==> src/rtl/control_sequencer.sv <==
// Hardwired Moore control sequencer: fetch, decode and R-type execute strobes for the datapath.
// Optional single-step gating is compiled in with the SEQ_STEP_EN macro (adds the `step` input).
module control_sequencer #(
  parameter int REG_ADDR_W = 4,
  parameter int MEM_WAIT   = 0,
  parameter int CNT_W      = 16
) (
  input  logic                  clock,
  input  logic                  clear,
  input  logic                  run,
`ifdef SEQ_STEP_EN
  input  logic                  step,
`endif
  input  logic [31:0]           ir,
  output logic                  pc_out,
  output logic                  zlo_out,
  output logic                  mdr_out,
  output logic                  mar_in,
  output logic                  z_in,
  output logic                  pc_in,
  output logic                  mdr_in,
  output logic                  ir_in,
  output logic                  y_in,
  output logic                  inc_pc,
  output logic                  read,
  output logic [3:0]            alu_op,
  output logic                  r_out_en,
  output logic [REG_ADDR_W-1:0] r_out_sel,
  output logic                  r_in_en,
  output logic [REG_ADDR_W-1:0] r_in_sel,
  output logic                  halted,
  output logic                  illegal,
  output logic [CNT_W-1:0]      instr_count
);

  typedef enum logic [2:0] {
    S_IDLE, S_T0, S_T1, S_T2, S_T3, S_T4, S_T5, S_HALT
  } state_e;

  localparam logic [4:0] OP_ALU_LO = 5'd3;
  localparam logic [4:0] OP_ALU_HI = 5'd8;
  localparam logic [4:0] OP_NOP    = 5'd26;
  localparam logic [4:0] OP_HALT   = 5'd27;
  localparam logic [3:0] WAIT_INIT = 4'(MEM_WAIT);

  state_e           state_q, state_d;
  logic [3:0]       wait_q, wait_d;
  logic [CNT_W-1:0] count_q, count_d;
  logic             advance;

  logic [4:0]            opcode;
  logic [REG_ADDR_W-1:0] ra_sel, rb_sel, rc_sel;
  logic                  is_alu;
  logic                  unused_ir_bits;

  assign opcode         = ir[31:27];
  assign ra_sel         = REG_ADDR_W'(ir[26:23]);
  assign rb_sel         = REG_ADDR_W'(ir[22:19]);
  assign rc_sel         = REG_ADDR_W'(ir[18:15]);
  assign is_alu         = (opcode >= OP_ALU_LO) && (opcode <= OP_ALU_HI);
  assign unused_ir_bits = ^ir[14:0];

`ifdef SEQ_STEP_EN
  assign advance = step;
`else
  assign advance = 1'b1;
`endif

  always_ff @(posedge clock) begin
    // NOTE: non-blocking assignments so every register samples pre-edge values.
    if (clear) begin
      state_q <= S_IDLE;
      wait_q  <= '0;
      count_q <= '0;
    end else if (advance) begin
      state_q <= state_d;
      wait_q  <= wait_d;
      count_q <= count_d;
    end
  end

  assign instr_count = count_q;

  always_comb begin
    // NOTE: every output and next-state value gets a default first, so no path infers a latch.
    state_d   = state_q;
    wait_d    = wait_q;
    count_d   = count_q;
    pc_out    = 1'b0;
    zlo_out   = 1'b0;
    mdr_out   = 1'b0;
    mar_in    = 1'b0;
    z_in      = 1'b0;
    pc_in     = 1'b0;
    mdr_in    = 1'b0;
    ir_in     = 1'b0;
    y_in      = 1'b0;
    inc_pc    = 1'b0;
    read      = 1'b0;
    alu_op    = 4'h0;
    r_out_en  = 1'b0;
    r_out_sel = '0;
    r_in_en   = 1'b0;
    r_in_sel  = '0;
    halted    = 1'b0;
    illegal   = 1'b0;

    unique case (state_q)
      S_IDLE: if (run) state_d = S_T0;
      S_T0: begin
        pc_out  = 1'b1;
        mar_in  = 1'b1;
        inc_pc  = 1'b1;
        z_in    = 1'b1;
        wait_d  = WAIT_INIT;
        state_d = S_T1;
      end
      S_T1: begin
        read   = 1'b1;
        mdr_in = 1'b1;
        // The wait counter still holds its load value only on the first T1 cycle.
        if (wait_q == WAIT_INIT) begin
          zlo_out = 1'b1;
          pc_in   = 1'b1;
        end
        if (wait_q == 4'd0) state_d = S_T2;
        else                wait_d  = wait_q - 4'd1;
      end
      S_T2: begin
        mdr_out = 1'b1;
        ir_in   = 1'b1;
        state_d = S_T3;
      end
      S_T3: begin
        if (is_alu) begin
          r_out_en  = 1'b1;
          r_out_sel = rb_sel;
          y_in      = 1'b1;
          state_d   = S_T4;
        end else begin
          // NOP, HALT and undefined opcodes all retire here; undefined ones behave as NOP.
          count_d = count_q + CNT_W'(1);
          if (opcode == OP_HALT) begin
            state_d = S_HALT;
          end else begin
            illegal = (opcode != OP_NOP) && advance;
            state_d = S_T0;
          end
        end
      end
      S_T4: begin
        r_out_en  = 1'b1;
        r_out_sel = rc_sel;
        z_in      = 1'b1;
        alu_op    = opcode[3:0];
        state_d   = S_T5;
      end
      S_T5: begin
        zlo_out  = 1'b1;
        r_in_en  = 1'b1;
        r_in_sel = ra_sel;
        count_d  = count_q + CNT_W'(1);
        state_d  = S_T0;
      end
      S_HALT: halted = 1'b1;
      default: state_d = S_IDLE;
    endcase
  end

endmodule

==> config.mk <==
export PLATFORM = sky130hd
export DESIGN_NAME = control_sequencer
export DESIGN_NICKNAME = d
export VERILOG_FILES = /design/src/rtl/control_sequencer.sv
export SDC_FILE = /design/constraint.sdc
export NUM_CORES = 1
export LEC_CHECK = 0
export BUFFER_PORTS_ARGS = -buffer_cell sky130_fd_sc_hd__clkbuf_2
export CORE_MARGIN = 1.5
export CORE_UTILIZATION = 49
export CTS_CLUSTER_SIZE = 8
export DETAILED_ROUTE_END_ITERATION = 8
export GPL_TIMING_DRIVEN = 1
export PLACE_DENSITY = 0.83
export SYNTH_ARGS = -nofsm -noshare
export SYNTH_HDL_FRONTEND = slang
export SYNTH_SLANG_ARGS = --single-unit
==> constraint.sdc <==
create_clock -name clock -period 4.4 [get_ports clock]
set_input_delay 0.22 -clock clock [delete_from_list [all_inputs] [get_ports clock]]
set_output_delay 0.22 -clock clock [all_outputs]
set_load 0.02 [all_outputs]
==> run_results.csv <==
group,metric,value,unit
placement,postPlaceCellArea,1850,sq um
worst_setup_path,worstSetupStartpointType,"flop",
yosys,synth_largest_area_cell,"sky130_fd_sc_hd__dfxtp_1",
detailed_routing,post_drt_wl_per_cell,12.0,um
status,outcome,"complete, no violations",
cells_and_area,final_cell_area,1880,sq um
floorplanning,placement_row_count,20,
worst_setup_path,worst_ep_arrival_time,2760,ps
yosys,synth_top_flop_cell,"sky130_fd_sc_hd__dfxtp_1",
yosys,synthArstFlopShare,0,%
detailed_routing,dr_pass1_iterations,5,
detailed_routing,drt-total-wl,3520,um
sta,clock_skew,10.6,ps
placement,dp_hpwl,2510,um
yosys,avgSynthCellArea,7.88,sq um
clock_network,numCtsBuffers,3,
cells_and_area,count_of_placed_standard_cells_in_the_final_layout_fillers_left_out,294,
floorplanning,effective_utilization_at_floorplan,51.7,%
detailed_routing,routed-via-count,1648,
clock_network,cell_at_the_root_of_the_clock_tree,"sky130_fd_sc_hd__clkbuf_4",
yosys,synth.cell_area,1590,sq um
yosys,ys_ff_latch,23,
detailed_routing,ant_nets,0,
power_and_ir_drop,static-leakage-power,0.777,nW
global_route,grt_antenna_before_repair,0,
power_and_ir_drop,power_per_cell_area,210,nW/um^2
global_route,grt.overflow.total,0,
global_route,grt_start_max_net_pins,29,
worst_setup_path,timing.reg2reg.worst_path_depth,4,
clock_network,post_cts_resize_count,0,
worst_setup_path,setup.reg_to_reg.worst_slack,2080,ps
sta,finalHoldViolations,0,
sta,max_slew_margin,47.7,%
sta,unrepaired_setup_endpoints_after_global_routing,"no",
clock_network,worstSkewPairLatency,320,ps
worst_hold_path,min_path_type,"in -> reg",
clock_network,cts.reportedPaths.clkPinSlew,130,ps
yosys,ys.warnings.count,0,
yosys,synth.distinct_cells,41,
global_route,global_route.usage.total,20.0,%
sta,number_of_setup_violations_in_the_final_report,0,
detailed_routing,dr.first_iter.drc_count,81,
flow_run,drv_cap,0,
detailed_routing,via_per_inst,5.61,
worst_setup_path,worstSetupPathType,"reg -> out",
worst_setup_path,worst-path-buf-inv,1,
worst_setup_path,slowest_delay,750,ps
sta,final_max_slew_viol_count,0,
clock_network,cts-root-to-sink-buffers,2,
yosys,synth.top_cells.by_area,"sky130_fd_sc_hd__dfxtp_1 29%, sky130_fd_sc_hd__a21oi_1 6.0%, sky130_fd_sc_hd__or4_1 5.7%",
floorplanning,floorplan.die_area,3600,sq um
cells_and_area,area_growth_syn_to_layout,18.2,%
global_route,first_pass_grt_wire_length,5660,um
yosys,count_of_flip_flops_with_a_built_in_enable_after_synthesis,0,
clock_network,cts.hold.buffers_added,0,
worst_setup_path,critical_path_required,4180,ps
placement,placedCellCount,290,
worst_setup_path,path_delay_family,"simple AND/OR/NAND/NOR gates",
clock_network,tritoncts_clock_tree,"yes",
yosys,postSynthNetCount,240,
detailed_routing,route.detailed.drc,0,
clock_network,post-cts-setup-buffer-count,0,
cells_and_area,nNetsFinal,289,
placement,finalWeightedCongestion,0.829,
worst_hold_path,holdPathStages,3,
sta,layout_min_cycle_time,2980,ps
yosys,synth_most_common_cell,"sky130_fd_sc_hd__dfxtp_1",
sta,hold-worst-slack,135,ps
global_route,via_count_of_the_first_global_routing_pass,1316,
cells_and_area,final_antenna_diode_count,0,
power_and_ir_drop,vdd_ir_drop_max,0.229,mV
yosys,synth_top_cell_area_share,28.9,%
floorplanning,die_y,60.0,um
yosys,post_synth_most_frequent_cells,"23 x sky130_fd_sc_hd__dfxtp_1, 19 x sky130_fd_sc_hd__a21oi_1, 12 x sky130_fd_sc_hd__nor2_1, 12 x sky130_fd_sc_hd__or4_1",
yosys,synth.yosys.seq_area_share,28.9,%
yosys,synthCells,202,
sta,maxClockFrequency,336,MHz
floorplanning,die_w,60.0,um
worst_setup_path,cp_num_cells,5,
sta,final_worst_path_cycle_share,67.7,%
clock_network,cts.htree.levels,1,
clock_network,cts.sinks,23,
worst_setup_path,critical_path.endpoint_type,"output port",
worst_setup_path,slowest_cell_on_the_critical_path,"sky130_fd_sc_hd__dfxtp_1",
placement,port_buffers,62,
cells_and_area,post-route-util,61.1,%
worst_setup_path,path_cells,"nand2b_1, nor3_1, and2_1, o21a_1, clkbuf_2",
worst_setup_path,path_max_fanout,24,
sta,worst_slew_pin_slew,784,ps
sta,finalSetupTns,0,ps
floorplanning,top_level_ports,78,
cells_and_area,drive_gt1_share,29.6,%
floorplanning,coreArea,3080,sq um
registers in the layout, indices dropped and copies added (netlist names):
name         cells
instr_count     16
wait_q           4
state_q          3
cell families (layout without fill, tap and decap cells):
| logic type | count (synthesis) | count (layout) | share of synthesized area [%] |
|---|---|---|---|
| flops | 23 | 23 | 28.9 |
| simple gates | 97 | 97 | 36.0 |
| mux | 6 | 6 | 4.17 |
| compound gates | 50 | 50 | 20.4 |
| buf+inv | 22 | 70 | 7.47 |
| fa+ha+maj | 4 | 4 | 2.99 |
cell type report:
cell class / instances / area (sq um)
clock buffer: 3 / 22.5
multi-input combinational: 157 / 1010
fill: 309 / 1200
clock inverter: 1 / 5.00
sequential: 23 / 460
timing repair buffer: 62 / 310
tap: 44 / 55.1
inverter: 4 / 15.0
cell usage in the layout, fill, tap and decap left out, types with 3 or more instances in the layout:
| cell type | Yosys | routed |
|---|---|---|
| sky130_fd_sc_hd__nor2b_1 | 11 | 11 |
| sky130_fd_sc_hd__nor3_1 | 9 | 9 |
| sky130_fd_sc_hd__nand2b_1 | 4 | 4 |
| sky130_fd_sc_hd__nand2_1 | 7 | 7 |
| sky130_fd_sc_hd__clkbuf_2 | 0 | 62 |
| sky130_fd_sc_hd__and3_1 | 8 | 8 |
| sky130_fd_sc_hd__dfxtp_1 | 23 | 23 |
| sky130_fd_sc_hd__inv_1 | 4 | 4 |
| sky130_fd_sc_hd__clkbuf_4 | 0 | 3 |
| sky130_fd_sc_hd__or4_1 | 12 | 12 |
| sky130_fd_sc_hd__mux2_2 | 5 | 5 |
| sky130_fd_sc_hd__nand3_1 | 10 | 10 |
| sky130_fd_sc_hd__a32oi_1 | 4 | 4 |
| sky130_fd_sc_hd__ha_1 | 3 | 3 |
| sky130_fd_sc_hd__nor4_1 | 3 | 3 |
| sky130_fd_sc_hd__nand4_1 | 4 | 4 |
| sky130_fd_sc_hd__o21ai_0 | 7 | 7 |
| sky130_fd_sc_hd__or3_1 | 4 | 4 |
| sky130_fd_sc_hd__and2_1 | 5 | 5 |
| sky130_fd_sc_hd__nor2_1 | 12 | 12 |
| sky130_fd_sc_hd__a21oi_1 | 19 | 19 |
| sky130_fd_sc_hd__o31ai_1 | 11 | 11 |
worst min-delay path: stages:
cell and delay [ps]:
sky130_fd_sc_hd__clkbuf_2 80, sky130_fd_sc_hd__nand3_1 50, sky130_fd_sc_hd__a31oi_1 70
through the flow:
| stage | power, mW | worst slack, ps |
|---|---|---|
| 2_1_floorplan | 0.285 | 2580 |
| 3_3_place_gp | 0.301 | 1820 |
| 3_5_place_dp | 0.302 | 1800 |
| 4_1_cts | 0.400 | 1390 |
| 5_1_grt | 0.418 | 1090 |
| 6_report | 0.395 | 1420 |
per-layer routing:
layer  part of all wire [%]  track usage, %
met1                     49            28.1
met2                     45            30.7
met3                    5.9            4.76
met4                   0.54            5.40
met5                      0               0
final timing paths:
kind                                               from                           end
worst max-delay path            state_q[2]$_SDFFE_PP0P_                      r_out_en
worst min register to register   wait_q[3]$_SDFFE_PP0P_        wait_q[3]$_SDFFE_PP0P_
worst min-delay path                                run       state_q[0]$_SDFFE_PP0P_
worst max register to register  state_q[2]$_SDFFE_PP0P_  instr_count[13]$_SDFFE_PP0P_
power by group:
part / leakage [nW] / internal (mW) / switching, mW / total (mW)
registers: 0.186 / 0.213 / 0.00812 / 0.221
clock network: 0.0177 / 0.0340 / 0.0637 / 0.0977
logic: 0.573 / 0.0295 / 0.0469 / 0.0764
total: 0.777 / 0.276 / 0.119 / 0.395
Power figures use the tool's default switching activity.
